===== src/rtl/fetch_stage_if.sv =====
// Fetch-stage port bundle: redirect/stall controls in, IF/ID register and imem address out.
// master = fetch stage, slave = surrounding core / environment.
interface fetch_stage_if #(
    parameter int ADDR_W  = 32,
    parameter int INSTR_W = 32
);
    logic               stall;
    logic [1:0]         jmp_sel_id;
    logic [ADDR_W-1:0]  jmp_target_id;
    logic [ADDR_W-1:0]  jr_target_id;
    logic [1:0]         branch_sel_ex;
    logic               zero_ex;
    logic               gt_ex;
    logic [ADDR_W-1:0]  branch_target_ex;
    logic [ADDR_W-1:0]  imem_addr;
    logic [INSTR_W-1:0] imem_rdata;
    logic [INSTR_W-1:0] instr_id;
    logic [ADDR_W-1:0]  pc_id;
    logic [ADDR_W-1:0]  pc_plus_id;
    logic               valid_id;
    logic               flush_ex;
    logic [31:0]        fetch_count;

    modport master (
        input  stall, jmp_sel_id, jmp_target_id, jr_target_id,
               branch_sel_ex, zero_ex, gt_ex, branch_target_ex, imem_rdata,
        output imem_addr, instr_id, pc_id, pc_plus_id, valid_id, flush_ex, fetch_count
    );

    modport slave (
        output stall, jmp_sel_id, jmp_target_id, jr_target_id,
               branch_sel_ex, zero_ex, gt_ex, branch_target_ex, imem_rdata,
        input  imem_addr, instr_id, pc_id, pc_plus_id, valid_id, flush_ex, fetch_count
    );
endinterface


===== src/rtl/fetch_stage.sv =====
// PC register + IF/ID pipeline register with jump/branch redirect and flush.
// Latency: instruction at imem_addr appears on instr_id one edge later.
// Backpressure: stall freezes PC, IF/ID and fetch_count; a taken branch still redirects.
module fetch_stage #(
    parameter int                  ADDR_W    = 32,
    parameter int                  INSTR_W   = 32,
    parameter int                  PC_STEP   = 4,
    parameter logic [ADDR_W-1:0]   RESET_PC  = '0,
    parameter logic [INSTR_W-1:0]  NOP_INSTR = '0
) (
    input  logic         clk,
    input  logic         rst,
    fetch_stage_if.master fif
);
    localparam logic [ADDR_W-1:0] STEP = ADDR_W'(PC_STEP);

    logic [ADDR_W-1:0]  pc;
    logic [ADDR_W-1:0]  pc_seq;
    logic [INSTR_W-1:0] instr_q;
    logic [ADDR_W-1:0]  pc_id_q;
    logic [ADDR_W-1:0]  pc_plus_q;
    logic               valid_q;
    logic [31:0]        count_q;
    logic               br_taken;
    logic               jmp_req;
    logic [ADDR_W-1:0]  jmp_dest;

    always_comb begin
        br_taken = (fif.branch_sel_ex == 2'b01 && fif.zero_ex) ||
                   (fif.branch_sel_ex == 2'b10 && fif.gt_ex);
        // Only a real, non-stalled instruction in ID may redirect; reserved select 11 is sequential.
        jmp_req  = valid_q && !fif.stall &&
                   (fif.jmp_sel_id == 2'b01 || fif.jmp_sel_id == 2'b10);
        jmp_dest = (fif.jmp_sel_id == 2'b10) ? fif.jr_target_id : fif.jmp_target_id;
        pc_seq   = pc + STEP;
    end

    always_ff @(posedge clk) begin
        if (rst) begin
            pc        <= RESET_PC;
            instr_q   <= NOP_INSTR;
            pc_id_q   <= '0;
            pc_plus_q <= '0;
            valid_q   <= 1'b0;
            count_q   <= '0;
        end else if (br_taken) begin
            pc      <= fif.branch_target_ex;
            instr_q <= NOP_INSTR;
            valid_q <= 1'b0;
        end else if (jmp_req) begin
            pc      <= jmp_dest;
            instr_q <= NOP_INSTR;
            valid_q <= 1'b0;
        end else if (!fif.stall) begin
            pc        <= pc_seq;
            instr_q   <= fif.imem_rdata;
            pc_id_q   <= pc;
            pc_plus_q <= pc_seq;
            valid_q   <= 1'b1;
            count_q   <= count_q + 32'd1;
        end
    end

    assign fif.imem_addr   = pc;
    assign fif.instr_id    = instr_q;
    assign fif.pc_id       = pc_id_q;
    assign fif.pc_plus_id  = pc_plus_q;
    assign fif.valid_id    = valid_q;
    assign fif.fetch_count = count_q;
    // The ID instruction is wrong-path whenever EX resolves a taken branch.
    assign fif.flush_ex    = br_taken && !rst;
endmodule


===== src/flat_wrapper.sv =====
// flat-port wrapper written by rule: the top's interface ports become plain ports
module fetch_stage_flat 
#(
    parameter int                  ADDR_W    = 32,
    parameter int                  INSTR_W   = 32,
    parameter int                  PC_STEP   = 4,
    parameter logic [ADDR_W-1:0]   RESET_PC  = '0,
    parameter logic [INSTR_W-1:0]  NOP_INSTR = '0
)
  (clk, rst, fif_stall, fif_jmp_sel_id, fif_jmp_target_id, fif_jr_target_id, fif_branch_sel_ex, fif_zero_ex, fif_gt_ex, fif_branch_target_ex, fif_imem_rdata, fif_imem_addr, fif_instr_id, fif_pc_id, fif_pc_plus_id, fif_valid_id, fif_flush_ex, fif_fetch_count);
  fetch_stage_if #(.ADDR_W(ADDR_W), .INSTR_W(INSTR_W)) fif_i ();
  input  logic clk;
  input  logic rst;
  input wire logic [$bits(fif_i.stall)-1:0] fif_stall;
  input wire logic [$bits(fif_i.jmp_sel_id)-1:0] fif_jmp_sel_id;
  input wire logic [$bits(fif_i.jmp_target_id)-1:0] fif_jmp_target_id;
  input wire logic [$bits(fif_i.jr_target_id)-1:0] fif_jr_target_id;
  input wire logic [$bits(fif_i.branch_sel_ex)-1:0] fif_branch_sel_ex;
  input wire logic [$bits(fif_i.zero_ex)-1:0] fif_zero_ex;
  input wire logic [$bits(fif_i.gt_ex)-1:0] fif_gt_ex;
  input wire logic [$bits(fif_i.branch_target_ex)-1:0] fif_branch_target_ex;
  input wire logic [$bits(fif_i.imem_rdata)-1:0] fif_imem_rdata;
  output wire logic [$bits(fif_i.imem_addr)-1:0] fif_imem_addr;
  output wire logic [$bits(fif_i.instr_id)-1:0] fif_instr_id;
  output wire logic [$bits(fif_i.pc_id)-1:0] fif_pc_id;
  output wire logic [$bits(fif_i.pc_plus_id)-1:0] fif_pc_plus_id;
  output wire logic [$bits(fif_i.valid_id)-1:0] fif_valid_id;
  output wire logic [$bits(fif_i.flush_ex)-1:0] fif_flush_ex;
  output wire logic [$bits(fif_i.fetch_count)-1:0] fif_fetch_count;
  assign fif_i.stall = fif_stall;
  assign fif_i.jmp_sel_id = fif_jmp_sel_id;
  assign fif_i.jmp_target_id = fif_jmp_target_id;
  assign fif_i.jr_target_id = fif_jr_target_id;
  assign fif_i.branch_sel_ex = fif_branch_sel_ex;
  assign fif_i.zero_ex = fif_zero_ex;
  assign fif_i.gt_ex = fif_gt_ex;
  assign fif_i.branch_target_ex = fif_branch_target_ex;
  assign fif_i.imem_rdata = fif_imem_rdata;
  assign fif_imem_addr = fif_i.imem_addr;
  assign fif_instr_id = fif_i.instr_id;
  assign fif_pc_id = fif_i.pc_id;
  assign fif_pc_plus_id = fif_i.pc_plus_id;
  assign fif_valid_id = fif_i.valid_id;
  assign fif_flush_ex = fif_i.flush_ex;
  assign fif_fetch_count = fif_i.fetch_count;
  fetch_stage #(.ADDR_W(ADDR_W), .INSTR_W(INSTR_W), .PC_STEP(PC_STEP), .RESET_PC(RESET_PC), .NOP_INSTR(NOP_INSTR)) u_core (.clk(clk), .rst(rst), .fif(fif_i));
endmodule

===== config.mk =====
export PLATFORM = sky130hd
export DESIGN_NAME = fetch_stage_flat
export DESIGN_NICKNAME = d
export VERILOG_FILES = /design/src/rtl/fetch_stage_if.sv /design/src/rtl/fetch_stage.sv /design/src/flat_wrapper.sv
export SDC_FILE = /design/constraint.sdc
export NUM_CORES = 1
export LEC_CHECK = 0
export ABC_AREA = 1
export CORE_ASPECT_RATIO = 0.6
export CORE_MARGIN = 10
export CORE_UTILIZATION = 48
export DETAILED_ROUTE_END_ITERATION = 10
export HOLD_SLACK_MARGIN = 0.02
export PLACE_DENSITY = 0.86
export SYNTH_ARGS = -nofsm -noshare
export SYNTH_HDL_FRONTEND = slang
export SYNTH_SLANG_ARGS = --single-unit

===== constraint.sdc =====
create_clock -name clk -period 3.55 [get_ports clk]
set_input_delay 1.065 -clock clk [delete_from_list [all_inputs] [get_ports clk]]
set_output_delay 1.065 -clock clk [all_outputs]
set_load 0.02 [all_outputs]

==> metrics.txt <==
drt drc=0; PortBufs=about 300; HPWL Detailed=about 26 mm; nets=about 1600; Initial Utilization=approximately half; # rows=36; CTS tree=done; Multi-input gate area=roughly 4200 um^2; crit path launch=fif_branch_sel_ex[0]; WL/cell=a little under 20 um; Final Util=between 70% and 80%; crit-path max FO=2; Total GRT Usage=just under 30%; simple-gate share of the synthesized area=a little under a third; CP Class=input pin to primary output; GPL Wtd Cong=around 1.0; status=finished clean; Overflow after GRT=0; Hold Fails Final Rpt=0; Inserted Diodes=0; most frequent cells in the layout=nand2_1 (396), clkdlybuf4s50_1 (296), a21oi_1 (173), dfxtp_1 (159), nor2_1 (99); ys async rst share=0%; Seq cells post-synth=about 160; largest net degree at the start of global routing=74; clock transition at the registers of the reported paths=0.07 ns; crit path capture type=primary output; most common cell after layout, fill and taps aside=nand2_1; clock root buffer=clkbuf_16; Seq/Total Area, Yosys=about two fifths; synthesized area=7954 um^2; vias in the first global route=9038; Die X=approximately 190 um; Area Growth Syn to Fin=47.08%; hold path start=u_core.fif.instr_id[7]; post-placement cell area=between 10000 and 15000 um^2; Filler cells=1348; LEAKAGE=~4.4 nW; die area=22290 um^2; number of max-cap violations=0; Clock Skew=0.01746 ns; fraction of layout cells with a size suffix above 1=5.037%; worst r2r src=u_core.fif.imem_addr[3]; # hold bufs at CTS=0; post-route ant nets=0; VDD IR max=between 0.0003 and 0.0004 V; CTS Sinks=159; crit-path cells=clkdlybuf4s50_1 -> nand3_1 -> nand2_2 -> inv_4 -> nor2_1 -> dlygate4sd2_1; Required @ worst endpoint=roughly 2.5 ns; Syn Area/Cell=6.612 um^2; xor/xnor share of the synthesized area=~1.5%; Worst Path Arrival=between 2 and 2.5 ns; largest family of logic cells by synthesized area=simple AND/OR/NAND/NOR gates; complex-gate fraction of the synthesized area=a little under a fifth; Slew Viols, Final=0; Syn Nets=approximately 1300; Starting DRT DRC Count=1226; final setup fails=0; core outline area=between 15000 and 20000 um^2; RSZ-0062 raised after global routing=no; Crit path largest cell delay=0.48 ns; Final TNS setup=0 ns; Cells after Synth=~1200; Power Total=4.734 mW; measured slew at the worst slew-check pin=slightly above 0.9 ns; CP max stage cell=clkdlybuf4s50_1; fin area=approximately 12000 um^2; worst hold path type=flop to flop; Synth Warn #=0; initial antenna violation count=1; Final Critical Period=approximately 3.3 ns; Die Span Y=approximately 120 um; clk_lat worst skew=about 0.44 ns; synth unique cells=33; routed vias=between 9000 and 10000; number of synthesized flops with an enable pin=0; Post-Route WL=about 34 mm; PD cells=404.7 nW/um^2; # IOs=299; reg2reg setup slack=1.41 ns; CP Launch Type=input pin; DR pass1 iterations=6; Fmax=a little over 0.3 GHz; total CTS buffers=17; postcts setup bufs=0; Post-Synth Adder-Cell Area=less than 1%; Slew headroom=38.50%; mux share of post-synthesis cell area=0%; first-pass GRT wire length=between 50 and 60 mm; Clock Path Buffers=2; Tcrit/Tclk final=between 90% and 100%; H-Tree Depth=4; sequential cell area=3183 um^2; top_reg_cell synth=dfxtp_1; vias per cell=~5.5
cells in the mapped netlist, types with 9 or more instances:
cell,n,area (um^2)
a21oi_1,173,865.8
a22oi_1,28,210.2
a31oi_1,9,56.30
buf_2,28,140.1
clkbuf_1,30,112.6
dfxtp_1,159,3183
inv_1,78,292.8
nand2_1,396,1486
nand3_1,64,320.3
nand3b_1,11,82.58
nor2_1,100,375.4
o211ai_1,10,75.07
o21ai_0,48,240.2
xor2_1,14,122.6
cell type report:
class	instances	area share, %
inverter	82	2.652
clock inverter	14	1.123
timing repair buffer	320	27.28
clock buffer	18	3.754
sequential	159	27.21
tap	228	2.439
multi-input combinational	896	35.54
registers in the layout (all words and copies together) (netlist names):
register / flops
u_core.fif.instr_id: 32
u_core.fif.fetch_count: 32
u_core.fif.valid_id: 1
u_core.fif.imem_addr: 32
u_core.fif.pc_id: 30
u_core.fif.pc_plus_id: 32
path summary, 6_finish.rpt:
path / to / depth (start not counted)
max: fif_flush_ex / 6
min: u_core.fif.instr_id[7] / 2
max reg2reg: u_core.fif.imem_addr[18] / 8
min reg2reg: u_core.fif.instr_id[7] / 2
cell families after synthesis:
group	after synthesis
AND/OR/NAND/NOR	601
adder cells (fa/ha/maj)	3
flip-flops	159
AO/OA/AOI/OAI	278
XOR/XNOR	14
buffers and inverters	148
repair_timing:
item / in CTS / in global routing
endpoints found under the hold margin: 0 / 0
gates resized for setup: 1 / 0
setup endpoints to repair: 1 / 0
stage by stage:
stage / hold WS [ns] / setup slack [ns] / instances
2_1_floorplan: 0.4540 / 0.7131 / 1203
3_3_place_gp: 0.4427 / 0.01446 / 1685
3_5_place_dp: 0.4550 / 0.008322 / 1685
4_1_cts: 0.4640 / 0.2738 / 1717
5_1_grt: 0.4818 / 0.2120 / 1717
6_report: 0.4651 / 0.2750 / 1717
worst max-delay path, delay by kind of cell:
| kind | cells | cell delay (ns) |
|---|---|---|
| simple gates | 3 | 0.27 |
| buf+inv | 3 | 0.87 |
layer usage:
layer	track usage [%]	wire (um)	up-vias
li1	-	-	4482
met1	38.33	14220	4443
met2	47.02	15340	549
met3	9.973	4206	30
met4	4.865	244	2
met5	0	11	-
power breakdown:
| group | total, mW | internal, mW | switching, mW |
|---|---|---|---|
| Clock | 1.82 | 0.995 | 0.829 |
| Combinational | 0.935 | 0.430 | 0.504 |
| Sequential | 1.98 | 1.88 | 0.0938 |
| Total | 4.73 | 3.31 | 1.43 |
No activity file was read; power rests on OpenSTA's default activity.
==> patch: new RTL, config.mk and constraints unchanged <==
Reset style: asynchronous (`rst`), changed in one clocked block.
--- a/src/rtl/fetch_stage.sv
+++ b/src/rtl/fetch_stage.sv
@@ -35,7 +35,7 @@
         pc_seq   = pc + STEP;
     end
 
-    always_ff @(posedge clk) begin
+    always_ff @(posedge clk or posedge rst) begin
         if (rst) begin
             pc        <= RESET_PC;
             instr_q   <= NOP_INSTR;
Formal check against the unedited RTL: differs if rst is asserted again (counterexample within 4 cycles, from zero or initial values and one cycle with rst high); with rst held inactive, the same outputs for 4 cycles.
==> patch against the unedited design <==
Sequential share of layout area grew 5.4 points. First-iteration DRC count shrank 20%. Setup slack got worse by 0.0085 ns. Wire length decreased by 10%. Clock skew down 0.0039 ns. Synthesized cell count decreased by 9.4%. Area after synthesis is 4.8% higher. Sequential cell count unchanged. Final area increased by 4.3%. Die area is 4.1% higher.
Power is not compared: it rests on default switching activity, and its combinational part moved more than twofold at a synthesized area within 25%.
==> patch: results (changes against the unedited design) <==
Outcome
  • Run status: finished clean (unchanged)

Synthesis
  • Most frequent cells after synthesis: sky130_fd_sc_hd__nand2_1, sky130_fd_sc_hd__dfrtp_1, sky130_fd_sc_hd__nor2_1 (was sky130_fd_sc_hd__nand2_1, sky130_fd_sc_hd__a21oi_1, sky130_fd_sc_hd__dfxtp_1)
  • Post-synthesis net count: 1,230 (was 1,343)
  • Fraction of the mapped netlist area in adder cells: 0.00450 (was 0.00472)

Routing
  • Post-Route M1 WL: 12,700 µm (was 14,200 µm)
  • Met3 Wirelength: 3720 µm (was 4210 µm)
  • Iteration count of the initial detailed-routing pass: 5 (was 6)
  • Detailed-route wire length per cell: 18.9 µm (was 19.8 µm)
  • Drt first-iter violations: 981 (was 1,226)
  • Via count: 8,615 (was 9,506)

Global route
  • Fraction of met2 tracks used by global routing: 0.400 (was 0.470)
  • Maximum number of pins on one net before global-route repair: 96 (was 74)
  • First-pass GRT wire length: 47,200 µm (was 51,600 µm)

Placement
  • Dpl hpwl: 23,500 µm (was 25,800 µm)
  • Placed standard-cell area: 11,600 µm² (was 11,100 µm²)
  • Post-Place Worst Slack: -0.0202 ns (was 0.00832 ns)
  • Final weighted congestion in routability-driven placement: 0.962 (was 1.01)

CTS
  • Insertion delay to the later sink of the worst-skew pair: 0.42 ns (was 0.44 ns)

Critical path
  • Launching point of the worst reg2reg path: u_core.fif.fetch_count[0] (was u_core.fif.imem_addr[3])
  • Setup slack on the worst flop-to-flop path: 1.56 ns (was 1.41 ns)
  • Worst r2r dst: u_core.fif.fetch_count[26] (was u_core.fif.imem_addr[18])

STA
  • Transition at the pin with the smallest max-transition slack: 0.530 ns (was 0.923 ns)
  • Fin worst setup slack: 0.266 ns (was 0.275 ns)
  • Worst hold margin: 0.486 ns (was 0.465 ns)

Finish
  • Final non-filler cell total: 1,618 (was 1,717)
  • Share of layout cells above drive strength 1: 0.0549 (was 0.0504)

Min path
  • Hold Crit Start: u_core.fif.pc_id[22] (was u_core.fif.instr_id[7])
-- patch: cell count changes after synthesis, sizes merged, moves of 11 or more --
cell,delta
a21oi,-138
a22o,+32
a22oi,-26
dfrtp,+159
dfxtp,-159
nand2,+28
nand3,-24
nor3,+11
xor2,+11
-- patch: cells by family (layout without fill, tap and decap cells) --
group | count (synthesis) | count (layout)
and+or+nand+nor | 611 | 611
DFF | 159 | 159
adders and majority gates | 3 | 3
buffers and inverters | 138 | 432
AOI/OAI and AO/OA | 144 | 144
xor gates and xnor gates | 35 | 35
-- patch: cell type report --
cell class | count | area (µm²)
fill | 1348 | 4880
sequential | 159 | 3980
multi-input combinational | 793 | 3790
timing repair buffer | 314 | 3180
clock buffer | 18 | 429
inverter | 86 | 327
tap | 234 | 293
clock inverter | 14 | 204
